## config.mk

```make
export PLATFORM = sky130hd
export DESIGN_NAME = dest_reg_track_unit
export DESIGN_NICKNAME = d
export VERILOG_FILES = /design/src/rtl/mips_pipe_pkg.sv /design/src/rtl/dest_reg_track_unit_fwd_select.sv /design/src/rtl/dest_reg_track_unit.sv
export SDC_FILE = /design/constraint.sdc
export NUM_CORES = 1
export LEC_CHECK = 0
export ABC_AREA = 1
export BUFFER_PORTS_ARGS = -buffer_cell sky130_fd_sc_hd__buf_4
export CAP_MARGIN = 20
export CORE_ASPECT_RATIO = 1.75
export CORE_MARGIN = 2
export CORE_UTILIZATION = 35
export CTS_BUF_LIST = sky130_fd_sc_hd__clkbuf_16
export CTS_CLUSTER_SIZE = 14
export DETAILED_ROUTE_END_ITERATION = 8
export SYNTH_ARGS = -nofsm -noshare
export SYNTH_HDL_FRONTEND = slang
export SYNTH_HIERARCHICAL = 1
export SYNTH_SLANG_ARGS = --single-unit
```

## constraint.sdc

```tcl
create_clock -name Clk -period 1.9 [get_ports Clk]
set_input_delay 0.285 -clock Clk [delete_from_list [all_inputs] [get_ports Clk]]
set_output_delay 0.285 -clock Clk [all_outputs]
set_load 0.01 [all_outputs]
```

## src/rtl/mips_pipe_pkg.sv

```systemverilog
// Shared pipeline definitions: register-number width, operand-forwarding select codes,
// the architectural zero register and the per-stage destination/control entry.
// No logic; imported by the destination tracker and its forwarding comparators.
package mips_pipe_pkg;

   localparam int REG_ADDR_W = 5;

   // EX operand mux selects (2'b11 is never produced)
   localparam logic [1:0] FWD_RF  = 2'b00;
   localparam logic [1:0] FWD_MEM = 2'b01;
   localparam logic [1:0] FWD_WB  = 2'b10;

   localparam logic [REG_ADDR_W-1:0] REG_ZERO = 5'd0;

   // Destination and control bits that travel alongside an instruction
   typedef struct packed {
      logic [REG_ADDR_W-1:0] dest;
      logic                  regwrite;
      logic                  memread;
   } stage_t;

endpackage

```

## src/rtl/dest_reg_track_unit_fwd_select.sv

```systemverilog
// Purpose: priority compare of one EX source register against the MEM and WB producers.
// Latency: purely combinational, zero cycles.
// Backpressure: none; the select is valid whenever its inputs are.
module fwd_select
   import mips_pipe_pkg::*;
(
   input  logic [REG_ADDR_W-1:0] src,
   input  logic [REG_ADDR_W-1:0] mem_dest,
   input  logic                  mem_regwrite,
   input  logic [REG_ADDR_W-1:0] wb_dest,
   input  logic                  wb_regwrite,
   output logic [1:0]            sel
);

   // MEM is checked first so the youngest producer wins; $0 is never forwarded
   always_comb begin
      sel = FWD_RF;
      if (mem_regwrite && (mem_dest != REG_ZERO) && (mem_dest == src)) begin
         sel = FWD_MEM;
      end else if (wb_regwrite && (wb_dest != REG_ZERO) && (wb_dest == src)) begin
         sel = FWD_WB;
      end
   end

endmodule

```

## src/rtl/dest_reg_track_unit.sv

```systemverilog
// Purpose: shadow pipeline of destinations/controls (EX/MEM/WB), forwarding selects, load-use stall.
// Latency: forwarding and Stall are combinational; WB destination appears 3 edges after ID.
// Backpressure: Stall holds PC/IF-ID upstream and bubbles EX; EX/MEM/WB always advance.
module dest_reg_track_unit #(
   parameter int REG_ADDR_W  = 5,
   parameter int STALL_CNT_W = 16
) (
   input  logic                   Clk,
   input  logic                   Rst,
   input  logic [REG_ADDR_W-1:0]  WriteReg_ID,
   input  logic                   RegWrite_ID,
   input  logic                   MemRead_ID,
   input  logic [REG_ADDR_W-1:0]  Rs_ID,
   input  logic [REG_ADDR_W-1:0]  Rt_ID,
   input  logic                   UsesRt_ID,
   input  logic                   Flush,
   output logic [1:0]             ForwardA,
   output logic [1:0]             ForwardB,
   output logic                   Stall,
   output logic [REG_ADDR_W-1:0]  WriteReg_WB,
   output logic                   RegWrite_WB,
   output logic [STALL_CNT_W-1:0] StallCount
);
   import mips_pipe_pkg::stage_t;
   import mips_pipe_pkg::REG_ZERO;

   localparam logic [STALL_CNT_W-1:0] CNT_ONE = {{(STALL_CNT_W-1){1'b0}}, 1'b1};

   stage_t                   ex_q;
   stage_t                   mem_q;
   logic [REG_ADDR_W-1:0]    rs_ex;
   logic [REG_ADDR_W-1:0]    rt_ex;
   logic [REG_ADDR_W-1:0]    dest_wb;
   logic                     regwrite_wb;
   logic [STALL_CNT_W-1:0]   stall_cnt;
   logic                     stall;

   // The MEM load flag is only of interest to observers checking the load-use
   // guarantee; no output depends on it.
   logic unused_memread_mem;
   assign unused_memread_mem = mem_q.memread;

   // Load in EX whose nonzero destination is read by the ID instruction
   always_comb begin
      stall = ex_q.memread && (ex_q.dest != REG_ZERO) &&
              ((ex_q.dest == Rs_ID) || (UsesRt_ID && (ex_q.dest == Rt_ID)));
   end

   // EX entry: bubble on stall or flush; rt only tracked when actually read
   always_ff @(posedge Clk or posedge Rst) begin
      if (Rst) begin
         ex_q  <= '0;
         rs_ex <= '0;
         rt_ex <= '0;
      end else if (stall || Flush) begin
         ex_q  <= '0;
         rs_ex <= '0;
         rt_ex <= '0;
      end else begin
         ex_q  <= '{dest: WriteReg_ID, regwrite: RegWrite_ID, memread: MemRead_ID};
         rs_ex <= Rs_ID;
         rt_ex <= UsesRt_ID ? Rt_ID : REG_ZERO;
      end
   end

   // MEM and WB advance every edge; a stall never freezes them
   always_ff @(posedge Clk or posedge Rst) begin
      if (Rst) begin
         mem_q       <= '0;
         dest_wb     <= '0;
         regwrite_wb <= 1'b0;
      end else begin
         mem_q       <= ex_q;
         dest_wb     <= mem_q.dest;
         regwrite_wb <= mem_q.regwrite;
      end
   end

   // Saturating count of stall cycles
   always_ff @(posedge Clk or posedge Rst) begin
      if (Rst) begin
         stall_cnt <= '0;
      end else if (stall && (stall_cnt != '1)) begin
         stall_cnt <= stall_cnt + CNT_ONE;
      end
   end

   fwd_select u_fwd_rs (
      .src          (rs_ex),
      .mem_dest     (mem_q.dest),
      .mem_regwrite (mem_q.regwrite),
      .wb_dest      (dest_wb),
      .wb_regwrite  (regwrite_wb),
      .sel          (ForwardA)
   );

   fwd_select u_fwd_rt (
      .src          (rt_ex),
      .mem_dest     (mem_q.dest),
      .mem_regwrite (mem_q.regwrite),
      .wb_dest      (dest_wb),
      .wb_regwrite  (regwrite_wb),
      .sel          (ForwardB)
   );

   assign Stall       = stall;
   assign WriteReg_WB = dest_wb;
   assign RegWrite_WB = regwrite_wb;
   assign StallCount  = stall_cnt;

endmodule

```

==> results.md, run 1 <==
* Fraction of final layout cells with drive strength greater than 1 at 0.238
* Most common cell after layout, fill and taps aside: nand2_1
* Critical-path top delay cell: dfrtp_1
* Tcrit/Tclk final at 0.932
* Headroom to the max-slew limit at 0.618
* Final routed DRC violation total at 0
* Worst IR drop on VDD at 0.344 mV
* Hold violation count in the final report at 0
* Number of nets with antenna violations after detailed routing at 0
* Maximum capacitance violations at 0
* Number of setup violations in the final report at 0
* Clock slew at the register clock pins of the worst setup and hold paths at 60 ps
* Cell area after layout at 3260 sq um
* First DRT Iteration DRCs at 59
* Measured slew at the worst slew-check pin at 572 ps
* Wirelength per Cell at 12.5 um
* Worst-skew pair later-pin latency at 290 ps
* Number of diodes at 0
* Number of antenna violations at the first check in global routing at 0
* Slew Viols, Final at 0
* Pwr Total at 2.35 mW
* Placed Instance Area at 3080 sq um
* Tot GR Track Use at 0.162
* Root buf cell: clkbuf_16
* Maximum number of pins on one net before global-route repair at 30
* Synth Net Count at 385
* Area added between synthesis and finish at 25.4%
* Initial standard-cell utilization of the core at 0.362
* Fraction of the yosys area taken by sequential cells at 0.433
* Die Ht at 118 um
* Total number of nets in the final design at 441
* Required time of the critical path at 1620 ps
* Series of cell instances along the critical path: inv_2 > nand4_1 > o21ai_2 > inv_4 > nand2_2 > inv_1 > buf_4
* Skew final at 6.10 ps
* Total global routing overflow at 0
* TritonCTS Buffers at 5
* Deepest clock path buffer count at 2
* Post-synthesis area per instance at 7.16 sq um
* Library cell occupying the most area in the post-synthesis netlist: dfrtp_1
* Full die area at 8160 sq um
* Count of cell types in the netlist at 26
* Share of the core filled with cells in the final layout at 0.454
* Instance count of the mapped netlist at 363
* CP endpoint kind: output port
* Via count of the first global-routing pass at 2383
* Shortest period the worst path allows at 1770 ps
* 1st-pass router iterations at 4
* Power per unit of standard cell area at 720 nW/um^2
* Multi-input gate area in the final layout at 1200 sq um
* Placed instance count at 497
* Yosys top cell area share at 0.433
* Crit Path Class: register to output port
* Syn. warnings at 6
* Post-cts hold buffer count at 0
* Wire length of the first global-routing pass at 10.7 mm
* Maximum fanout count along the critical path at 20
* Arr. time, crit path at 1490 ps
* Number of I/O port buffers at 47
* Number of filler cells placed in the layout at 756
* Unrepaired setup endpoints after global routing: no
* Area of the core at 7180 sq um
* Run status: complete, no violations
* Total negative setup slack at 0 ps
* Count of clock tree sinks at 45
* Count of boundary I/O pins at 48
* Number of H-tree levels at 2
* Synthesized flop and latch total at 45
* Clock tree from TritonCTS: done
* Die Width at 69.1 um
* DR vias at 2406
* Largest incremental delay on the critical path at 400 ps
* Static Leakage at 1.77 nW
* Worst setup SP type: register
* Most frequent cells in the layout: nand2_1, buf_4, inv_1
* Area of all sequential standard cells at 1130 sq um
* Drt total wl at 6.31 mm
* Number of vias per cell after detailed routing at 4.75
* Final Instance Count excl. Fillers at 506
* Number of core rows at 41
* Cells taking the most area after synthesis: dfrtp_1, nand2_1, inv_1
* Max Clock Freq at 565 MHz
* GPL Wtd Cong at 0.848
* Netlist area before placement at 2600 sq um
* Type of the tightest min-delay check: input port to async pin
* HPWL after DPL at 5.06 mm
==> cells in the mapped netlist (all sizes together) <==
cell / number
nand2: 134
xor2: 5
nor3: 2
o21ai: 8
dfrtp: 45
nor2: 50
nand3: 19
a21oi: 3
nand3b: 1
inv: 60
xnor2: 4
a21boi: 2
buf: 7
nand4: 22
ha: 1
==> flip-flops by register name (all words and copies together) (netlist names) <==
name / count
mem_q: 6
RegWrite_WB: 1
rs_ex: 5
rt_ex: 5
ex_q: 7
WriteReg_WB: 5
StallCount: 16
==> critical path: cells and delay by family, from the launching register on <==
kind                   cells  cell delay [ps]
DFF                        1              400
and+or+nand+nor            2              220
buffers and inverters      4              400
AOI/OAI and AO/OA          1              170
==> final timing paths <==
kind,slack (ps),endpoint,from,cells past startpoint
worst max-delay path,130,Stall,ex_q[4],7
worst min-delay path,60,ex_q[4],Rst,2
worst max register to register,200,StallCount[15],StallCount[1],7
worst min register to register,350,mem_q[1],ex_q[1],0
max in group asynchronous,1240,ex_q[6],Rst,3
min in group Clk,210,ex_q[1],RegWrite_ID,3
==> logic make-up (layout without fill, tap and decap cells) <==
logic type	count (synthesis)	count (layout)	synth area share
xor gates and xnor gates	9	9	0.0303
and+or+nand+nor	228	228	0.398
DFF	45	45	0.433
adders and majority gates	1	1	0.00481
AOI/OAI and AO/OA	13	13	0.0270
buffers and inverters	67	124	0.107
==> power breakdown <==
group | internal, mW | total (mW) | switching, mW
clock network | 0.611 | 0.951 | 0.340
registers | 1.01 | 1.05 | 0.0483
logic | 0.148 | 0.343 | 0.195
total | 1.77 | 2.35 | 0.583
==> per-layer routing <==
metal	global-route usage	routed length [um]
met2	0.311	3480
met3	0.0265	268
met4	0.0772	228
met1	0.165	2340
met5	0	0
==> area by class of cell <==
| type | instances | share of cell area |
|---|---|---|
| inverters | 60 | 0.0699 |
| flip-flops and latches | 45 | 0.346 |
| clock buffers | 5 | 0.0384 |
| repair buffers | 56 | 0.133 |
| clock inverters | 3 | 0.0115 |
| multi-input cells | 251 | 0.369 |
| well taps | 86 | 0.0330 |
==> through the flow <==
| stage | hold WS (ps) | setup slack [ps] |
|---|---|---|
| after global routing | 131 | 28.8 |
| after floorplan | 331 | 315 |
| after CTS | 88.2 | 66.1 |
| final | 62.2 | 129 |
| after global placement | 333 | 264 |
| after detailed placement | 339 | 210 |
==> what timing repair did <==
| action | in CTS | in global routing |
|---|---|---|
| resized for setup | 0 | 5 |
| setup buffers | 0 | 1 |
| setup endpoints to repair | 0 | 2 |
Note: power is estimated with default switching activity, not from simulation.
==> run 2, diff against run 1 <==
--- a/config.mk
+++ b/config.mk
@@ -8,7 +8,6 @@
 export ABC_AREA = 1
 export BUFFER_PORTS_ARGS = -buffer_cell sky130_fd_sc_hd__buf_4
 export CAP_MARGIN = 20
-export CORE_ASPECT_RATIO = 1.75
 export CORE_MARGIN = 2
 export CORE_UTILIZATION = 35
 export CTS_BUF_LIST = sky130_fd_sc_hd__clkbuf_16
==> run 2 against run 1 <==
  * Clock skew increased by 0.79 ps
  * Clock power is 2% lower
  * Count of clock-buffer cells in the layout is the same
  * Critical path depth unchanged
  * Maximum frequency fell by 0.34%
  * Register-to-register slack improved by 30 ps
  * Worst hold slack better by 160 ps
  * Global-route usage decreased by 1.0 points
  * Critical path type unchanged
==> results.md, run 2 (synthesis gave the netlist of run 1 again) <==
* RR Startpoint: StallCount[0]
* Drt total wl at 5.75 mm (-8.9%)
* Post-Place Worst Slack at 147 ps (-62.7 ps)
* Post-CTS setup repair buffer count at 0 (unchanged)
* Count of clock tree sinks at 45 (unchanged)
* Slew Viols, Final at 0 (unchanged)
* Net Switching at 0.558 mW (-4.3%)
* Tot GR Track Use at 0.152 (-0.0103)
* Via count of the first global-routing pass at 2181 (-8.5%)
* Worst Hold Launch: RegWrite_ID
* Power per unit of standard cell area at 713 nW/um^2 (-1.0%)
* Global routing usage on met3 at 0.0251 (-0.00139)
* Clock slew at the register clock pins of the worst setup and hold paths at 60 ps (about the same)
* Maximum fanout count along the critical path at 20 (unchanged)
* GPL Wtd Cong at 0.833 (-1.7%)
* Setup crit start: ex_q[5]
* Number of I/O port buffers at 47 (unchanged)
* CP endpoint kind: output port
* Met2 layer usage reported by global route at 0.241 (-0.0701)
* Pint at 1.75 mW (-0.62%)
* Number of diodes at 0 (unchanged)
* Met1 routing resource usage after global routing at 0.210 (+0.0449)
* Total global routing overflow at 0 (unchanged)
* 1st-pass router iterations at 4 (unchanged)
* Initial standard-cell utilization of the core at 0.360 (-0.00163)
* Count of boundary I/O pins at 48 (unchanged)
* Unrepaired setup endpoints after global routing: no
* Switching power as a share of total power at 0.241 (-0.00697)
* Number of filler cells placed in the layout at 755 (-0.13%)
* Flip-flop count of the largest register after layout at 16 (unchanged)
* Sequential Power Share at 0.463 (+0.014)
* Fraction of final layout cells with drive strength greater than 1 at 0.227 (-0.0116)
* Hold violation count in the final report at 0 (unchanged)
* Full die area at 8130 sq um (-0.33%)
* Wire length of the first global-routing pass at 10.2 mm (-5.0%)
* Multi-input gate area in the final layout at 1200 sq um (unchanged)
* Area of all sequential standard cells at 1130 sq um (+0.11%)
* Busiest metal layer after global routing: met2
* Run status: complete, no violations
* Maximum number of pins on one net before global-route repair at 39 (+30%)
* Worst setup SP type: register
* Static Leakage at 1.74 nW (-1.7%)
* Clock tree from TritonCTS: done
* TritonCTS Buffers at 5 (unchanged)
* Number of antenna violations at the first check in global routing at 0 (unchanged)
* Clock network fraction of design power at 0.404 (about the same)
* Part of the power in combinational logic at 0.134 (-0.012)
* Root buf cell: clkbuf_16
* Number of nets with antenna violations after detailed routing at 0 (unchanged)
* Area of the core at 7210 sq um (+0.45%)
* Number of vias per cell after detailed routing at 4.52 (-5.0%)
* Max Clock Freq at 563 MHz (-0.34%)
* Headroom to the max-slew limit at 0.724 (+0.106)
* HPWL after DPL at 4.37 mm (-14%)
* Shortest period the worst path allows at 1780 ps (+5.97 ps)
* Deepest clock path buffer count at 2 (unchanged)
* Total number of nets in the final design at 436 (-1.1%)
* Tcrit/Tclk final at 0.935 (+0.00314)
* Most common cell after layout, fill and taps aside: nand2_1
* Maximum capacitance violations at 0 (unchanged)
* Series of cell instances along the critical path: inv_2 > nand4_1 > o21ai_2 > inv_4 > nand2_2 > inv_1 > buf_4
* Area added between synthesis and finish at 24.7%
* Required time of the critical path at 1620 ps (about the same)
* DR vias at 2322 (-3.5%)
* Crit Path Class: register to output port
* Worst-skew pair later-pin latency at 280 ps (about the same)
* Total negative setup slack at 0 ps (unchanged)
* Worst IR drop on VDD at 0.341 mV (-0.82%)
* Type of the tightest min-delay check: input port to register
* Die Width at 90.2 um (+30%)
* Die Ht at 90.2 um (-24%)
* Largest incremental delay on the critical path at 420 ps (+20 ps)
* Number of core rows at 31 (-24%)
* Arr. time, crit path at 1490 ps (about the same)
* Worst setup margin at 123 ps (-5.97 ps)
* Skew final at 6.89 ps (+0.786 ps)
* First DRT Iteration DRCs at 74 (+25%)
* Number of setup violations in the final report at 0 (unchanged)
* Wirelength per Cell at 11.2 um (-10%)
* Critical-path top delay cell: dfrtp_1
* Final routed DRC violation total at 0 (unchanged)
* Most frequent cells in the layout: nand2_1, inv_1, buf_4
* Number of H-tree levels at 2 (unchanged)
* Measured slew at the worst slew-check pin at 412 ps (-159 ps)
run 2: changes by cell type in the layout (fill, tap and decap cells not counted):
| cell | delta |
|---|---|
| dfrtp_1 | -1 |
| dlygate4sd3_1 | +1 |
| dfrtp_2 | +1 |
| inv_2 | -1 |
| buf_4 | -6 |
| clkinv_1 | +1 |
run 2: layout make-up:
class,count,area share
sequential,45,0.348
timing repair buffer,51,0.123
clock inverter,3,0.0116
tap,99,0.0382
multi-input combinational,251,0.371
clock buffer,5,0.0386
inverter,60,0.0702
run 2: metrics by stage:
stage          power (mW)  area, sq um  hold WS, ps  instances   util
5_1_grt              2.44         3240          228        514  0.449
2_1_floorplan        1.26         2600          331        363      -
6_report             2.31         3240          219        514  0.449
3_3_place_gp         1.38         3060          220        505  0.424
4_1_cts              2.34         3230          216        514  0.448
3_5_place_dp         1.39         3060          215        505  0.424
run 2: worst max-delay path: cells and delay by family, from the launching register on:
family / cells / cell delay [ps]
flops: 1 / 420
buf+inv: 4 / 380
simple gates: 2 / 230
compound gates: 1 / 190
run 2: worst paths after layout:
path                                       to  slack [ps]  depth (start not counted)
worst max register to register  StallCount[8]         230                          7
worst max-delay path                    Stall         120                          7
worst min register to register       mem_q[1]         350                          0
max in group asynchronous             ex_q[6]         950                          4
min in group asynchronous       StallCount[7]         480                          3
worst min-delay path                  ex_q[1]         220                          3
run 2: repair_timing:
| action | in CTS | in global routing |
|---|---|---|
| gates resized for setup | 0 | 5 |
| hold endpoints to repair | 7 | 0 |
| setup endpoints to repair | 0 | 15 |
| hold buffers | 1 | 0 |
run 2: metal layers:
metal / vias up / part of all wire
met1: 1044 / 0.47
met2: 51 / 0.47
met4: 0 / 0.021
met5: - / 0
li1: 1217 / -
met3: 10 / 0.037
run 2: power by group through the flow:
| stage | clock network [mW] | registers (mW) | logic, mW |
|---|---|---|---|
| 2_1_floorplan | 0 | 1.08 | 0.182 |
| 3_3_place_gp | 0 | 1.08 | 0.300 |
| 3_5_place_dp | 0 | 1.09 | 0.307 |
| 4_1_cts | 0.959 | 1.07 | 0.310 |
| 5_1_grt | 1.01 | 1.08 | 0.353 |
| 6_report | 0.933 | 1.07 | 0.309 |
